==> config.mk <==
export PLATFORM = sky130hd
export DESIGN_NAME = sha256_msg_padder
export DESIGN_NICKNAME = d
export VERILOG_FILES = /design/src/rtl/sha256_msg_padder.sv
export SDC_FILE = /design/constraint.sdc
export NUM_CORES = 1
export LEC_CHECK = 0
export ABC_AREA = 1
export CAP_MARGIN = 0
export CORE_MARGIN = 5
export CORE_UTILIZATION = 45
export CTS_CLUSTER_SIZE = 30
export DETAILED_ROUTE_END_ITERATION = 10
export PLACE_DENSITY_LB_ADDON = 0.05
export SYNTH_ARGS = -nofsm -noshare
export SYNTH_HDL_FRONTEND = slang
export SYNTH_SLANG_ARGS = --single-unit
==> constraint.sdc <==
create_clock -name clk -period 4.5 [get_ports clk]
set_input_delay 1.35 -clock clk [delete_from_list [all_inputs] [get_ports clk]]
set_output_delay 1.35 -clock clk [all_outputs]
set_load 0.005 [all_outputs]
==> src/rtl/sha256_msg_padder.sv <==
`default_nettype none
// ============================================================================
//  Module      : sha256_msg_padder
//  Description : Reads NUM_OF_WORDS message words from memory and streams the
//                SHA-256 padded message as 16-word blocks over valid/ready.
//                Optional build macro SHA256_PAD_BSWAP_EN byte-swaps memory words.
//  Revision    : 1.0 - initial release
// ============================================================================
module sha256_msg_padder #(
  parameter int NUM_OF_WORDS = 20,
  parameter int ADDR_W       = 16
) (
  input  logic              clk,
  input  logic              reset_n,
  input  logic              start,
  input  logic [ADDR_W-1:0] message_addr,
  output logic              mem_clk,
  output logic              mem_we,
  output logic [ADDR_W-1:0] mem_addr,
  input  logic [31:0]       mem_read_data,
  output logic              out_valid,
  input  logic              out_ready,
  output logic [31:0]       out_word,
  output logic [3:0]        out_word_idx,
  output logic              out_last_block,
  output logic              out_last_word,
  output logic              busy,
  output logic              done
);

  localparam int          C_NB        = (NUM_OF_WORDS + 2 + 16) / 16;
  localparam int          C_TOTAL     = 16 * C_NB;
  localparam logic [15:0] C_N         = 16'(NUM_OF_WORDS);
  localparam logic [15:0] C_LAST_K    = 16'(C_TOTAL - 1);
  localparam logic [11:0] C_LAST_BLK  = 12'(C_NB - 1);
  localparam logic [31:0] C_LEN       = 32'(NUM_OF_WORDS * 32);
  localparam logic [31:0] C_PAD_START = 32'h8000_0000;

  typedef enum logic [2:0] {
    S_IDLE = 3'd0,
    S_REQ  = 3'd1,
    S_CAP  = 3'd2,
    S_EMIT = 3'd3,
    S_PAD  = 3'd4,
    S_DONE = 3'd5
  } state_t;

  state_t      r_state;
  state_t      w_state_nxt;
  logic [15:0] r_k;
  logic [15:0] w_k_nxt;
  logic [15:0] w_k_inc;
  logic [31:0] r_out_word;
  logic [31:0] w_out_word_nxt;
  logic [31:0] w_cap_word;
  logic        w_hs;

  // The length's upper word is always zero, so only k==N and k==TOTAL-1 are non-zero.
  function automatic logic [31:0] pad_word(input logic [15:0] k);
    if (k == C_N)
      return C_PAD_START;
    else if (k == C_LAST_K)
      return C_LEN;
    else
      return 32'h0;
  endfunction

`ifdef SHA256_PAD_BSWAP_EN
  assign w_cap_word = {mem_read_data[7:0],   mem_read_data[15:8],
                       mem_read_data[23:16], mem_read_data[31:24]};
`else
  assign w_cap_word = mem_read_data;
`endif

  assign out_valid = (r_state == S_EMIT) || (r_state == S_PAD);
  assign w_hs      = out_valid && out_ready;
  assign w_k_inc   = r_k + 16'd1;

  always_ff @(posedge clk or negedge reset_n) begin
    if (!reset_n) begin
      r_state    <= S_IDLE;
      r_k        <= 16'd0;
      r_out_word <= 32'h0;
    end else begin
      r_state    <= w_state_nxt;
      r_k        <= w_k_nxt;
      r_out_word <= w_out_word_nxt;
    end
  end

  always_comb begin
    w_state_nxt    = r_state;
    w_k_nxt        = r_k;
    w_out_word_nxt = r_out_word;
    case (r_state)
      S_IDLE: begin
        if (start) begin
          w_state_nxt = S_REQ;
          w_k_nxt     = 16'd0;
        end
      end
      S_REQ: w_state_nxt = S_CAP;
      S_CAP: begin
        w_out_word_nxt = w_cap_word;
        w_state_nxt    = S_EMIT;
      end
      S_EMIT: begin
        if (w_hs) begin
          w_k_nxt = w_k_inc;
          if (w_k_inc == C_N) begin
            w_state_nxt    = S_PAD;
            w_out_word_nxt = pad_word(w_k_inc);
          end else begin
            w_state_nxt = S_REQ;
          end
        end
      end
      S_PAD: begin
        if (w_hs) begin
          w_k_nxt        = w_k_inc;
          w_out_word_nxt = pad_word(w_k_inc);
          if (r_k == C_LAST_K)
            w_state_nxt = S_DONE;
        end
      end
      S_DONE:  w_state_nxt = S_IDLE;
      default: w_state_nxt = S_IDLE;
    endcase
  end

  // In IDLE the counter may still hold TOTAL from the last message; present the base address.
  assign mem_addr       = message_addr + ((r_state == S_IDLE) ? {ADDR_W{1'b0}} : ADDR_W'(r_k));
  assign mem_clk        = clk;
  assign mem_we         = 1'b0;
  assign out_word       = r_out_word;
  assign out_word_idx   = r_k[3:0];
  assign out_last_block = out_valid && (r_k[15:4] == C_LAST_BLK);
  assign out_last_word  = out_valid && (r_k == C_LAST_K);
  assign busy           = (r_state != S_IDLE);
  assign done           = (r_state == S_DONE);

endmodule
`default_nettype wire
== Yosys cells after proc, flatten, opt, wreduce, memory -nomap -nowiden ==
Index checks and enable logic that the tools add are counted.

* Equality and inequality tests: 15
* $add $sub $neg: 2
* Muxes and demuxes: 16
* Reductions and logical operators: 12

{| class="wikitable"
|+ Operator list
! kind !! count
|-
| $mux 32 || 4
|-
| $pmux 32 s3 || 1
|-
| $eq 16x5->1 const B || 3
|-
| $mux 16 || 3
|-
| $pmux 16 s2 || 1
|-
| $add 16x1->16 const B || 1
|-
| $add 16x16->16 || 1
|-
| $mux 3 || 5
|-
| $pmux 3 s5 || 1
|-
| $eq 12x1->1 const B || 1
|-
| $mux 10 || 1
|-
| $reduce_and 4->1 || 2
|-
| $eq 3x2->1 const B || 2
|-
| $eq 3x3->1 const B || 2
|-
| $ne 2x1->1 const B || 3
|-
| $ne 2x2->1 const B || 3
|-
| $reduce_bool 3->1 || 2
|-
| $eq 3x1->1 const B || 1
|-
| $logic_and 1x1->1 || 3
|-
| $logic_not 3->1 || 1
|-
| $reduce_and 3->1 || 1
|-
| $reduce_bool 2->1 || 1
|-
| $reduce_or 2->1 || 1
|-
| $logic_or 1x1->1 || 1
|}

* Bits of input ports: 52
* Logic and storage cells: 48
* Flip-flop bits (word level): 51
* Output and inout port bits: 59

== Depth between registers and ports, before layout ==
* Word-level depth: 6
* Depth in mapped cells: 15
* Gate-level depth less buffers: 15

==> results.sh <==
export IMPL_run_status="completed"
export IMPL_finalNetCount=711
export IMPL_synth_largest_type_area_fraction_pct=35.1
export IMPL_reg2reg_to="out_word[15]"
export IMPL_power_per_cell_area_nw_per_um2=622
export IMPL_start_kind="input pin"
export IMPL_drt_pass1_iter_count=5
export IMPL_setup_viol=0
export IMPL_class_of_the_tightest_hold_or_removal_check="reg2reg"
export IMPL_synth_seq_cells=51
export IMPL_crit_slowest_cell="dlygate4sd2_1"
export IMPL_port_buffers=109
export IMPL_floorplan_die_area_um2=9980
export IMPL_grt_ovfl_total=0
export IMPL_clock_share_of_power_pct=11.1
export IMPL_timing_critical_path_mode_cell="nand2_1"
export IMPL_gr_usage_all_layers_pct=20.7
export IMPL_post_dp_cell_area_um2=4970
export IMPL_hpwl_um=7490
export IMPL_final_max_slew_viol_count=0
export IMPL_final_period_minus_worst_setup_slack_ns=4.45
export IMPL_timing_critical_path_cells="dlygate4sd2_1 -> ha_4 -> nand2_1 -> nand2_1 -> a31oi_1 -> o21ai_2 -> buf_4 -> buf_4 -> nand3_1 -> nand2_1 -> xor2_1 -> buf_2"
export IMPL_worst_slew_pin_transition_ns=0.890
export IMPL_drt_iter0_drc=221
export IMPL_cp_data_required_time_ns=3.15
export IMPL_ys_types=36
export IMPL_portion_of_total_power_attributed_to_combinational_logic_pct=64.8
export IMPL_synthFlopType="dfrtp_1"
export IMPL_syn2layout_area_growth_pct=45.8
export IMPL_worstPathMaxFanout=4
export IMPL_remaining_drc_errors=0
export IMPL_power_ir_vdd_worst_uv=300
export IMPL_synth_sequential_area_ratio_pct=35.1
export IMPL_asyncSetResetFlopFracSynth_pct=100
export IMPL_design_area_um2=5300
export IMPL_placeableCoreArea_um2=7810
export IMPL_antenna_cells_inserted=0
export IMPL_die_x_um=99.9
export IMPL_skew_ns=0.00948
export IMPL_via_count_of_the_first_global_routing_pass=3715
export IMPL_clk_pin_slew_ns=0.09
export IMPL_postSynthNetCount=575
export IMPL_postRouteAntennaNets=0
export IMPL_tritoncts="built"
export IMPL_min_delay_start="out_word[20]"
export IMPL_timing_critical_path_arrival_ns=3.10
export IMPL_maxCapViolCount=0
export IMPL_number_of_instances_on_the_worst_hold_path=2
export IMPL_netlist_area_um2=3640
export IMPL_synth_common_cells="nand2_1, dfrtp_1, nor2_1"
export IMPL_synthCells=504
export IMPL_routed_wl_um=10500
export IMPL_netSwitchingFraction_pct=44.3
export IMPL_worst_slew_margin_rel_pct=40.6
export IMPL_die_height_um=99.9
export IMPL_rrSetupSlack_ns=1.56
export IMPL_placed_cells_incl_taps=728
export IMPL_synth_top_cell_by_area="dfrtp_1"
export IMPL_worst_skew_pair_late_latency_ns=0.41
export IMPL_leakage_nw=2.57
export IMPL_fmaxAchievable_mhz=225
export IMPL_floorplan_rows=32
export IMPL_power_sequential_fraction_pct=24.0
export IMPL_power_switching_mw=1.46
export IMPL_synth_area_per_cell_um2=7.22
export IMPL_utilization_pct=67.9
export IMPL_ff2ff_path_depth=12
export IMPL_grt_pass1_wl_um=16800
export IMPL_cts_hold_fix_buffers=0
export IMPL_post_synth_top_count_cell="nand2_1"
export IMPL_finalCritPeriodShare_pct=99.0
export IMPL_drive_above_1_share_pct=17.5
export IMPL_routed_via_density=5.10
export IMPL_antenna_found_initial=0
export IMPL_dr_total_vias=3790
export IMPL_tns_setup_ns=0
export IMPL_io_pin_count=111
export IMPL_largest_net_degree_at_the_start_of_global_routing=37
export IMPL_power_internal_mw=1.84
export IMPL_synth_edf_count=0
export IMPL_drt_wirelength_per_cell_um=14.1
export IMPL_hold_path_end="out_word[20]"
export IMPL_worstSetupEndpointType="output port"
export IMPL_yosysWarningCount=0
export IMPL_post_route_worst_setup_slack_ns=0.0457
export IMPL_final_estimated_routing_congestion_in_global_placement=0.882
export IMPL_worst_path_largest_cell_delay_ns=0.25
export IMPL_reg2reg_from="r_k[1]"
export IMPL_place_worst_setup_slack_ns=-0.640
export IMPL_synthTopCellsByArea="dfrtp_1, nand2_1, ha_1, nand3b_1, nor2_1"
export IMPL_timing_final_hold_violations=0
export IMPL_finish_cell_count_without_fillers=743
export IMPL_start_util_pct=46.6
export IMPL_critical_path_class="in2out"
==> per-stage QoR <==
stage / power, mW / hold WS [ns]
finish: 3.30 / 0.477
global route: 3.59 / 0.499
CTS: 3.25 / 0.480
detailed placement: 2.90 / 0.457
global placement: 2.87 / 0.451
floorplan: 2.00 / 0.465
==> cells in the final DEF, fill, tap and decap left out, types with 8 or more instances in the layout <==
master and instances:
dfrtp_1 51, inv_1 36, ha_1 8, nor2_1 40
clkdlybuf4s50_1 88, xor2_1 16, o22ai_1 12, nand2_1 176
buf_4 36, nand3_1 18, o21ai_0 9, nand4_1 8
ha_4 9, nand3b_1 29, a21oi_2 8, dlygate4sd2_1 10
clkbuf_8 9
==> critical path, delay by kind of cell <==
kind	cells	cell delay, ns
simple gates	4	0.30
compound gates	2	0.35
buf+inv	4	0.67
fa+ha+maj	1	0.23
xor+xnor	1	0.19
==> worst max path at each step <==
stage | from | endpoint | slack, ns
after floorplan | message_addr[0] | mem_addr[12] | 0.38
after global placement | message_addr[0] | mem_addr[12] | -0.60
after detailed placement | message_addr[0] | mem_addr[12] | -0.64
after CTS | message_addr[0] | mem_addr[12] | -0.08
after global routing | message_addr[0] | mem_addr[12] | -0.02
final | message_addr[2] | mem_addr[13] | 0.05
==> power groups by stage <==
| stage | Sequential (mW) | Clock [mW] | Combinational (mW) |
|---|---|---|---|
| 2_1_floorplan | 0.786 | 0.0144 | 1.20 |
| 3_3_place_gp | 0.792 | 0.0187 | 2.06 |
| 3_5_place_dp | 0.797 | 0.0187 | 2.09 |
| 4_1_cts | 0.789 | 0.382 | 2.08 |
| 5_1_grt | 0.815 | 0.403 | 2.38 |
| 6_report | 0.793 | 0.367 | 2.14 |
==> cell families after synthesis <==
logic type               synth area share (%)
AND/OR/NAND/NOR                          37.5
buffers and inverters                    8.39
flip-flops                               35.1
AO/OA/AOI/OAI                            7.87
adder cells (fa/ha/maj)                  6.74
XOR/XNOR                                 4.33
other                                   0.103
==> flip-flops by register name, indices dropped and copies added, names as in the netlist <==
name / flops
r_state: 3
r_k: 16
out_word: 32
==> timing repair <==
action                     in CTS  in global routing
pin swaps                      14                 14
resized for setup              50                 27
setup endpoints to repair      14                 11
buffers inserted                3                  1
==> per-layer routing <==
layer	part of all wire, %	wire length, um	global-route usage (%)	vias up
met1	43	4550	25.1	1755
met3	5.6	583	4.03	15
met4	1.8	192	8.30	0
met5	0	0	0	-
li1	-	-	-	1890
met2	49	5170	35.9	130
==> final cells by class <==
type,count,area [um^2]
fill,684,2500
inverter,44,168
tap,102,128
sequential,51,1280
clock inverter,2,16.3
multi-input combinational,388,2260
clock buffer,10,134
timing repair buffer,146,1330
Power figures use the tool's default switching activity.
